File: src/rtl/bsg_link_sdr_credit_tx.sv
// Credit-based link transmitter: serializes width_p words into LSB-first flits; latency 1 from accept to flit 0.
// ready_o drops when credits run out or a word is still mid-serialization; link side has no backpressure.
module bsg_link_sdr_credit_tx #(
    parameter int width_p                         = 64,
    parameter int channel_width_p                 = 16,
    parameter int lg_fifo_depth_p                 = 6,
    parameter int lg_credit_to_token_decimation_p = 3
) (
    input  logic                       clk_i,
    input  logic                       reset_i,
    input  logic [width_p-1:0]         data_i,
    input  logic                       valid_i,
    output logic                       ready_o,
    output logic [channel_width_p-1:0] link_data_o,
    output logic                       link_valid_o,
    input  logic                       token_i,
    output logic [lg_fifo_depth_p:0]   credit_o,
    output logic                       error_o
);
    localparam int N     = width_p / channel_width_p;
    localparam int CNT_W = (N > 1) ? $clog2(N) : 1;
    localparam int CRD_W = lg_fifo_depth_p + 1;

    localparam logic [CNT_W-1:0] LAST = CNT_W'(N - 1);
    localparam logic [CRD_W:0]   CMAX = (CRD_W + 1)'(2 ** lg_fifo_depth_p);
    localparam logic [CRD_W:0]   CRET = (CRD_W + 1)'(2 ** lg_credit_to_token_decimation_p);

    typedef enum logic {IDLE, SEND} state_e;

    state_e                     state_q;
    logic [CNT_W-1:0]           flit_cnt_q;
    logic [width_p-1:0]         shift_q;
    logic [channel_width_p-1:0] link_data_q;
    logic                       link_valid_q;
    logic [CRD_W-1:0]           credit_q;
    logic                       error_q;

    logic             accept;
    logic [CRD_W:0]   credit_sum;
    logic [CRD_W-1:0] credit_d;
    logic             credit_ovf;

    // A new word may be taken on the last flit of the current one, giving gapless streaming.
    assign ready_o = ~reset_i & (credit_q != '0) & ((state_q == IDLE) | (flit_cnt_q == LAST));
    assign accept  = valid_i & ready_o;

    // One extra bit of headroom so a token arriving near full credit is seen as overflow.
    always_comb begin
        credit_sum = {1'b0, credit_q} - (CRD_W + 1)'(accept) + (token_i ? CRET : '0);
        credit_ovf = (credit_sum > CMAX);
        credit_d   = credit_ovf ? CMAX[CRD_W-1:0] : credit_sum[CRD_W-1:0];
    end

    always_ff @(posedge clk_i) begin
        if (reset_i) begin
            state_q      <= IDLE;
            flit_cnt_q   <= '0;
            shift_q      <= '0;
            link_data_q  <= '0;
            link_valid_q <= 1'b0;
            credit_q     <= CMAX[CRD_W-1:0];
            error_q      <= 1'b0;
        end else begin
            credit_q <= credit_d;
            if (credit_ovf) begin
                error_q <= 1'b1;
            end
            case (state_q)
                IDLE: begin
                    if (accept) begin
                        link_data_q  <= data_i[channel_width_p-1:0];
                        shift_q      <= data_i >> channel_width_p;
                        flit_cnt_q   <= '0;
                        link_valid_q <= 1'b1;
                        state_q      <= SEND;
                    end
                end
                SEND: begin
                    if (flit_cnt_q != LAST) begin
                        link_data_q <= shift_q[channel_width_p-1:0];
                        shift_q     <= shift_q >> channel_width_p;
                        flit_cnt_q  <= flit_cnt_q + CNT_W'(1);
                    end else if (accept) begin
                        link_data_q  <= data_i[channel_width_p-1:0];
                        shift_q      <= data_i >> channel_width_p;
                        flit_cnt_q   <= '0;
                    end else begin
                        // link_data_q deliberately holds the last flit while idle
                        link_valid_q <= 1'b0;
                        state_q      <= IDLE;
                    end
                end
                default: state_q <= IDLE;
            endcase
        end
    end

    assign link_data_o  = link_data_q;
    assign link_valid_o = link_valid_q;
    assign credit_o     = {1'b0, credit_q[CRD_W-2:0]} | (credit_q[CRD_W-1] ? CMAX[CRD_W-1:0] : '0);
    assign error_o      = error_q;
endmodule

File: config.mk
export PLATFORM = sky130hd
export DESIGN_NAME = bsg_link_sdr_credit_tx
export DESIGN_NICKNAME = d
export VERILOG_FILES = /design/src/rtl/bsg_link_sdr_credit_tx.sv
export SDC_FILE = /design/constraint.sdc
export NUM_CORES = 1
export LEC_CHECK = 0
export CAP_MARGIN = 20
export CORE_ASPECT_RATIO = 1.2
export CORE_MARGIN = 1
export CORE_UTILIZATION = 30
export DETAILED_ROUTE_END_ITERATION = 12
export SLEW_MARGIN = 20
export SYNTH_ARGS = -nofsm -noshare
export SYNTH_HDL_FRONTEND = slang
export SYNTH_SLANG_ARGS = --single-unit
File: constraint.sdc
create_clock -name clk_i -period 4.06 [get_ports clk_i]
set_input_delay 0.812 -clock clk_i [delete_from_list [all_inputs] [get_ports clk_i]]
set_output_delay 0.812 -clock clk_i [all_outputs]
set_load 0.1 [all_outputs]
==> metrics.txt, run 1 <==
outcome completed; die width ~110 microns; Setup Viol. Count Final 0; clock skew 5.94 ps; number of synthesized flops with an enable pin 0; CP startpoint kind input pin; initial antenna violation count 0; site row count 45; Area growth syn-to-layout 32.4%; worst reg2reg path depth 15; reg-to-reg startpoint credit_q[5]$_SDFF_PP0_; clock latency on the worst-skew pair around 340 ps; share of cells above drive strength 1 0.0489; core area 0.0128 sq mm; post-route worst setup slack between 600 and 700 ps; min Tclk post-route 3400 ps; H-tree depth 3; Worst Hold End shift_q[55]$_SDFF_PP0_; Yosys cell types 40; CTS tree yes; Syn Inst Count 412; Detailed Route Iter0 Violations about 120; Post-Route Setup TNS 0 ps; port buffer count 93; Worst Path Required approximately 4300 ps; Yosys top cell area share 0.466; DRC viols 0; ANT nets after route 0; routed len/inst between 10 and 15 microns; Hold Buf Count CTS 0; highest clock rate 294 MHz; largest net degree at the start of global routing ~90; Netlist Area Pre-Place ~0.0040 sq mm; Synthesized Nets roughly 490; part of the Yosys area used for sequential elements 0.466; Tot GR Track Use 0.135; Layout Nets between 500 and 600; CTS Buffer Depth 2; register area 0.00184 sq mm; commonest non-fill, non-tap cells in the layout 92 x dfxtp_1, 92 x clkdlybuf4s50_1, 66 x a21oi_1; vias in the first global route 2989; unrepaired setup endpoints after global routing no; Min-Delay Path Depth 1; first-pass GRT wire length between 10 and 15 mm; Static Leak ~1.9 nW; Clock transition at path regs ~60 ps; cts repair resizes 0; detailed-route via count approximately 3100; top cells by area, synth dfxtp_1 47%, mux2i_1 16%, a21oi_1 8.3%, o21ai_0 8.2%, ha_1 3.2%; Least-Margin Pin Slew between 1000 and 1500 ps; largest area contributor in the netlist dfxtp_1; Root Buffer Master clkbuf_16; Die ar. between 0.01 and 0.015 sq mm; HP Class register to register; Fill cells ~1300; crit end category register; die height about 130 microns; total gr overflow 0; router iterations before antenna repair 4; Crit path arrival time 3630 ps; Avg Cell Area, Syn 9.60 sq um; Max Cap Viol 0; Vias/cell 4.77; hold path startpoint shift_q[55]$_SDFF_PP0_; maximum vdd drop roughly 0.00040 V; drt total wl 9.05 mm; final worst-path cycle share 0.839; Seq cells post-synth between 90 and 100; ys async rst share 0; Final Total Pwr between 3 and 4 mW; Final Max Slew Viols 0; top_reg_cell synth dfxtp_1; Post-DP HPWL about 6.3 mm; worst slack, placed 296 ps; pwr dens about 600 mW/mm^2; reg2reg setup slack between 700 and 800 ps; CP Class input pin to register; num ports 94; reg-to-reg endpoint error_o$_SDFFE_PP0N_; # clock sinks 92; Max FO, Critical Path 8; YS warnings 0; Initial Util 0.310; area of the multi-input gates ~0.0019 sq mm; RePlAce Congestion around 0.80; postcts setup bufs 0; Num CTS Buffers 9; Slew HR 0.250; diodes inserted 0; final hold vios 0
report_power, final:
| group | leakage (nW) | switching (mW) | total [mW] | internal [mW] |
|---|---|---|---|---|
| combinational | 1.05 | 0.876 | 1.32 | 0.444 |
| sequential | 0.756 | 0.0827 | 1.13 | 1.04 |
| clock | 0.129 | 0.337 | 0.767 | 0.430 |
layout make-up:
type	count	area share
Sequential cell	92	0.351
Timing Repair Buffer	96	0.184
Tap cell	164	0.0392
Clock buffer	12	0.0470
Multi-Input combinational cell	273	0.364
Clock inverter	4	0.00478
Inverter	14	0.0100
logic make-up (layout without fill, tap and decap cells):
family          count (synthesis)  in the layout  share of synthesized area
compound gates                147            147                      0.203
flops                          92             92                      0.466
mux                            64             64                      0.162
simple gates                   48             48                     0.0686
buf+inv                        47            126                     0.0576
fa+ha+maj                      11             11                     0.0367
xor+xnor                        3              3                    0.00664
cells in the mapped netlist (2+ instances only):
library cell,n
inv_1,14
a21oi_1,66
nor4_1,2
ha_1,10
and3_1,16
nand2b_1,4
a211oi_1,2
nor2_1,12
buf_2,2
o21a_1,2
xor2_1,2
nor3b_1,2
clkbuf_1,24
buf_6,6
o21ai_0,65
dfxtp_1,92
mux2i_1,64
nor3_1,5
worst max-delay path by stage:
stage                                       from                endpoint  slack [ps]
after floorplan           credit_q[4]$_SDFF_PP0_    error_o$_SDFFE_PP0N_         390
after global placement                   reset_i    error_o$_SDFFE_PP0N_         470
after detailed placement                 reset_i    error_o$_SDFFE_PP0N_         300
after CTS                                reset_i    error_o$_SDFFE_PP0N_         670
after global routing                     reset_i  credit_q[3]$_SDFF_PP0_         470
final                                    reset_i    error_o$_SDFFE_PP0N_         660
worst max-delay path, stage by stage:
cell and delay [ps]:
clkdlybuf4s50_1 690, nor3_4 80, ha_1 190, inv_1 50, ha_1 150, inv_1 50, fa_1 380, nand2b_1 190
a2111oi_0 470, o21a_1 220, nor2_1 60, o31a_1 280
metal layers:
metal,part of all wire,track usage,routed length (microns),vias up
met4,0.011,0.0508,102,0
li1,-,-,-,1625
met2,0.46,0.215,4150,65
met5,0,0,0,-
met1,0.49,0.175,4420,1426
met3,0.042,0.0325,377,8
per-stage QoR:
step | instances | hold slack, ps | utilization | instance area, sq um
floorplan | 412 | 454 | - | 3960
global placement | 639 | 467 | 0.389 | 4970
detailed placement | 639 | 471 | 0.389 | 4970
CTS | 655 | 489 | 0.410 | 5240
global route | 655 | 503 | 0.410 | 5240
finish | 655 | 484 | 0.410 | 5240
registers in the layout, summed over array words and instances, names as in the netlist:
signal and count:
shift_q 64, link_data_o 16, credit_q 7, flit_cnt_q 2, error_o 1, link_valid_o 1, state_q 1
Power figures use the tool's default switching activity.
==> inputs of run 2 (changes only) <==
clock period = 3.15 ns   (was 4.06 ns; I/O delays follow)
==> metrics.txt, run 2 (synthesis results as in run 1) <==
Static Leak between 2 and 2.5 nW; DRC viols 0; die width ~110 microns; Top reg by flops shift_q; highest clock rate 331 MHz; worst slack, placed -246 ps; Tot GR Track Use 0.140; Detailed Route Iter0 Violations 75; Least-Margin Pin Slew 709 ps; Hold Buf Count CTS 0; Root Buffer Master clkbuf_16; outcome completed; CP Class register to register; H-tree depth 3; total gr overflow 0; Core Util, Final 0.421; commonest non-fill, non-tap cell in the layout dfxtp_1; die height 128 microns; Max FO, Critical Path 5; Area growth syn-to-layout 36.1%; num ports 94; post-route worst setup slack 130 ps; final hold vios 0; clock skew ~7.6 ps; routed len/inst ~14 microns; design area between 0.005 and 0.006 sq mm; detailed-route via count about 3200; diodes inserted 0; maximum vdd drop approximately 0.00054 V; Post-DP HPWL 6.68 mm; min Tclk post-route about 3000 ps; CTS tree yes; final worst-path cycle share 0.959; Max Cap Viol 0; core area between 0.01 and 0.015 sq mm; Die ar. between 0.01 and 0.015 sq mm; share of cells above drive strength 1 0.162; Num CTS Buffers 9; router iterations before antenna repair 4; commonest non-fill, non-tap cells in the layout 85 x dfxtp_1, 67 x clkdlybuf4s50_1, 65 x o21ai_0, 65 x a21oi_1, 64 x mux2i_1; clock latency on the worst-skew pair around 330 ps; Final Max Slew Viols 0; ANT nets after route 0; CP startpoint kind register; site row count 45; Slew HR 0.528; pwr dens between 800 and 900 mW/mm^2; # clock sinks just over 90; RePlAce Congestion 0.852; placed instance area 0.00507 sq mm; max reg flops 64; Setup Viol. Count Final 0; Vias/cell a little under 5; initial antenna violation count 0; largest net degree at the start of global routing 76; Crit path arrival time around 3300 ps; drt total wl around 9.4 mm; Clock transition at path regs 60 ps; Worst Path Required ~3400 ps; vias in the first global route about 3100; CTS Buffer Depth 2; Layout Nets between 500 and 600; HP Class register to register; Initial Util 0.310; first-pass GRT wire length 15.2 mm; crit end category register; Fill cells roughly 1200; port buffer count just over 90
## run 2: layout make-up
type	instances	area [sq um]	share of cell area
inverters	14	57.6	0.0107
clock inverters	7	73.8	0.0137
clock buffers	9	225	0.0418
multi-input cells	273	2000	0.372
flip-flops and latches	92	1860	0.345
well taps	164	205	0.0381
repair buffers	104	961	0.178
## run 2: worst paths after layout
path / from / to / slack [ps] / cells past startpoint
setup / recovery: credit_q[2]$_SDFF_PP0_ / credit_q[1]$_SDFF_PP0_ / 130 / 13
setup reg to reg: credit_q[2]$_SDFF_PP0_ / credit_q[1]$_SDFF_PP0_ / 130 / 13
hold / removal: shift_q[57]$_SDFF_PP0_ / shift_q[57]$_SDFF_PP0_ / 490 / 1
hold reg to reg: shift_q[57]$_SDFF_PP0_ / shift_q[57]$_SDFF_PP0_ / 490 / 1
## run 2: stage by stage
| stage | TNS, ps | total power [mW] | instances | hold WS [ps] |
|---|---|---|---|---|
| after global routing | -3.00 | 4.68 | 663 | 503 |
| after detailed placement | -1310 | 3.37 | 646 | 471 |
| after global placement | -95.6 | 3.33 | 646 | 466 |
| after floorplan | 0 | 2.92 | 412 | 454 |
| after CTS | 0 | 4.46 | 662 | 490 |
| final | 0 | 4.44 | 663 | 485 |
## run 2: timing repair
action | in CTS | in global routing
buffers inserted | 0 | 1
setup endpoints to repair | 0 | 3
resized for setup | 0 | 2
## run 2: metal layers
metal | track usage | part of all wire
met1 | 0.177 | 0.46
met2 | 0.235 | 0.49
met3 | 0.0315 | 0.039
met5 | 0 | 0
met4 | 0.0443 | 0.0079
## run 2: worst max-delay path, stage by stage (launching register included)
cell and delay (ps):
dfxtp_4 370, or2_1 270, o41ai_4 370, nor3_4 90
ha_4 160, inv_2 50, ha_4 120, inv_2 40
fa_2 380, nand2b_4 170, a2111oi_4 300, o21a_1 200
o21ai_1 150, nor3b_1 250
## run 2: where the power goes
| group | internal (mW) | switching [mW] | leakage [nW] |
|---|---|---|---|
| registers | 1.36 | 0.117 | 0.760 |
| clock network | 0.619 | 0.458 | 0.146 |
| logic | 0.670 | 1.21 | 1.15 |
| total | 2.65 | 1.79 | 2.06 |
==> inputs of run 3 (changes only) <==
CTS_CLUSTER_SIZE = 14   (was not set)
==> results of run 3 <==
Final layout, timing and power as in run 2 (identical DEF).
==> edit, RTL diff (flow settings as in run 2) <==
Reset style: asynchronous (`reset_i`), changed in one clocked block.
--- a/src/rtl/bsg_link_sdr_credit_tx.sv
+++ b/src/rtl/bsg_link_sdr_credit_tx.sv
@@ -53,3 +53,3 @@
 
-    always_ff @(posedge clk_i) begin
+    always_ff @(posedge clk_i or posedge reset_i) begin
         if (reset_i) begin
Check against the original RTL: differs if reset_i is asserted again (counterexample within 4 cycles, from zero or initial values and one cycle with reset_i high); with reset_i held inactive, the same outputs for 10 cycles.
==> edit against run 2 <==
  * Sequential cell count stayed put
  * Worst setup slack improved by 0.013 ns
  * Cell area grew 6.5%
  * Power is 36% higher
  * Count of clock-buffer cells in the layout is 5 higher
  * Wire length increased by 14%
  * Area after synthesis is 5.9% higher
  * Sequential share of layout area increased by 5.6 points
  * Critical endpoint is now error_o
==> edit: results (changes against run 2) <==
| Parameter | Reported | Unit | vs run 2 |
|:---|:---|:---|:---|
| Count of clock-net buffers in the final layout | 14 | - | was 9 |
| Initial DRC count | 262 | - | was 75 |
| Via count of the first global-routing pass | 3551 | - | was 3102 |
| Post-Syn Nets | 549 | - | was 491 |
| Part of the Yosys area used for sequential elements | 55.0 | % | was 46.6% |
| Sequential cell area | 0.00230 | mm² | was 0.00186 mm² |
| Post-route non-filler standard cell count | 743 | - | was 663 |
| Ranking of synthesized cells by area | sky130_fd_sc_hd__dfrtp_1 (54%), sky130_fd_sc_hd__nand3_1 (15%), sky130_fd_sc_hd__nand2_1 (12%), sky130_fd_sc_hd__ha_1 (3.0%), sky130_fd_sc_hd__and2_1 (2.4%) | - | was sky130_fd_sc_hd__dfxtp_1 (47%), sky130_fd_sc_hd__mux2i_1 (16%), sky130_fd_sc_hd__a21oi_1 (8.3%), sky130_fd_sc_hd__o21ai_0 (8.2%), sky130_fd_sc_hd__ha_1 (3.2%) |
| Fraction of layout instances using a drive strength above 1 | 15.1 | % | was 16.2% |
| Launching element of the worst setup path | credit_q[6] | - | was credit_q[2] |
| Crit-path max FO | 2 | - | was 5 |
| Footprint of the multi-input gates | 0.00178 | mm² | was 0.00200 mm² |
| Outcome | complete, no violations | - | unchanged |
| Setup skew after layout | 0.00680 | ns | was 0.00763 ns |
| Multi-input combinational cell count | 334 | - | was 273 |
| Count of nets after finishing | 650 | - | was 573 |
| Max-Slew Margin vs Limit | 35.2 | % | was 52.8% |
| FFs & Latches | 92 | - | unchanged |
| Most used DFF post-synth | sky130_fd_sc_hd__dfrtp_1 | - | was sky130_fd_sc_hd__dfxtp_1 |
| Ranking of synthesized cells by instance count | sky130_fd_sc_hd__nand2_1 (134), sky130_fd_sc_hd__nand3_1 (128), sky130_fd_sc_hd__dfrtp_1 (91), sky130_fd_sc_hd__and2_1 (16) | - | was sky130_fd_sc_hd__dfxtp_1 (92), sky130_fd_sc_hd__a21oi_1 (66), sky130_fd_sc_hd__o21ai_0 (65), sky130_fd_sc_hd__mux2i_1 (64), sky130_fd_sc_hd__clkbuf_1 (24) |
| Final non-clock buffer share | 18.7 | % | was 17.8% |
| Cell count after synthesis | 470 | - | was 412 |
| Number of logic inverters in the finished layout | 15 | - | was 14 |
| Power per cell area | 1050 | mW/mm² | was 824 mW/mm² |
| Pin count of the biggest net entering global routing | 68 | - | was 76 |
| Share of async-settable or async-resettable flops after synthesis | 100 | % | was 0% |
| First-pass GRT wire length | 17200 | µm | was 15200 µm |
| GPL Wtd Cong | 0.823 | - | was 0.852 |
| Lkg Pwr | 0.00273 | µW | was 0.00206 µW |
| All-Layer GR Usage | 15.0 | % | was 14.0% |
| Clock share of power | 18.1 | % | was 24.3% |
| Origin of the critical flop-to-flop path | credit_q[6] | - | was credit_q[2] |
| Int Power | 3250 | µW | was 2650 µW |
==> edit: cell types whose count changed in the layout (fill, tap and decap cells not counted), moves of 63 or more <==
cell and change:
sky130_fd_sc_hd__dfrtp_1 +91, sky130_fd_sc_hd__nand2_1 +132, sky130_fd_sc_hd__mux2i_1 -63, sky130_fd_sc_hd__a21oi_1 -65, sky130_fd_sc_hd__nand3_1 +128, sky130_fd_sc_hd__dfxtp_1 -85
==> edit: metrics by stage <==
| step | hold slack, ns | area (µm²) | utilization (%) | setup slack (ns) |
|---|---|---|---|---|
| final | 0.468 | 5740 | 42.8 | 0.142 |
| after global routing | 0.501 | 5740 | 42.8 | 0.0162 |
| after CTS | 0.474 | 5700 | 42.5 | 0.0748 |
| after detailed placement | 0.456 | 5380 | 40.1 | -0.523 |
| after global placement | 0.450 | 5380 | 40.1 | -0.433 |
| after floorplan | 0.439 | 4250 | - | -0.985 |
==> edit: cell families after synthesis <==
family,synth area share [%]
buffers and inverters,4.63
xor gates and xnor gates,0.418
and+or+nand+nor,33.7
AOI/OAI and AO/OA,2.54
muxes,0.239
adders and majority gates,3.46
DFF,55.0
==> edit: metal layers <==
| layer | GRT usage, % | wire [µm] | vias up |
|---|---|---|---|
| li1 | - | - | 1766 |
| met1 | 21.1 | 5030 | 1731 |
| met2 | 22.7 | 4770 | 111 |
| met3 | 3.82 | 737 | 11 |
| met4 | 4.22 | 146 | 0 |
| met5 | 0 | 0 | - |
==> edit: worst min-delay path by stage <==
stage | start | endpoint | slack [ns]
global route | shift_q[31] | shift_q[15] | 0.50
CTS | shift_q[51] | shift_q[35] | 0.47
floorplan | state_q | link_valid_o | 0.44
detailed placement | shift_q[60] | shift_q[44] | 0.46
global placement | shift_q[61] | shift_q[45] | 0.45
finish | shift_q[48] | shift_q[32] | 0.47
==> edit: critical path: stages, from the launching register on <==
cell                      delay (ns)
sky130_fd_sc_hd__dfstp_2        0.54
sky130_fd_sc_hd__inv_2          0.04
sky130_fd_sc_hd__and3_4         0.16
sky130_fd_sc_hd__or3_4          0.38
sky130_fd_sc_hd__inv_4          0.07
sky130_fd_sc_hd__ha_4           0.11
sky130_fd_sc_hd__inv_2          0.04
sky130_fd_sc_hd__ha_4           0.15
sky130_fd_sc_hd__fa_2           0.39
sky130_fd_sc_hd__a21o_1         0.23
sky130_fd_sc_hd__a21oi_4        0.17
sky130_fd_sc_hd__xnor2_2        0.15
sky130_fd_sc_hd__a31oi_2        0.11
sky130_fd_sc_hd__or3b_1         0.35
==> edit: repair_timing <==
item | in CTS | in global routing
cloned | 0 | 0
hold buffers | 0 | 0
buffers inserted | 1 | 2
pin swaps | 3 | 7
resized for setup | 3 | 8
setup endpoints to repair | 4 | 4
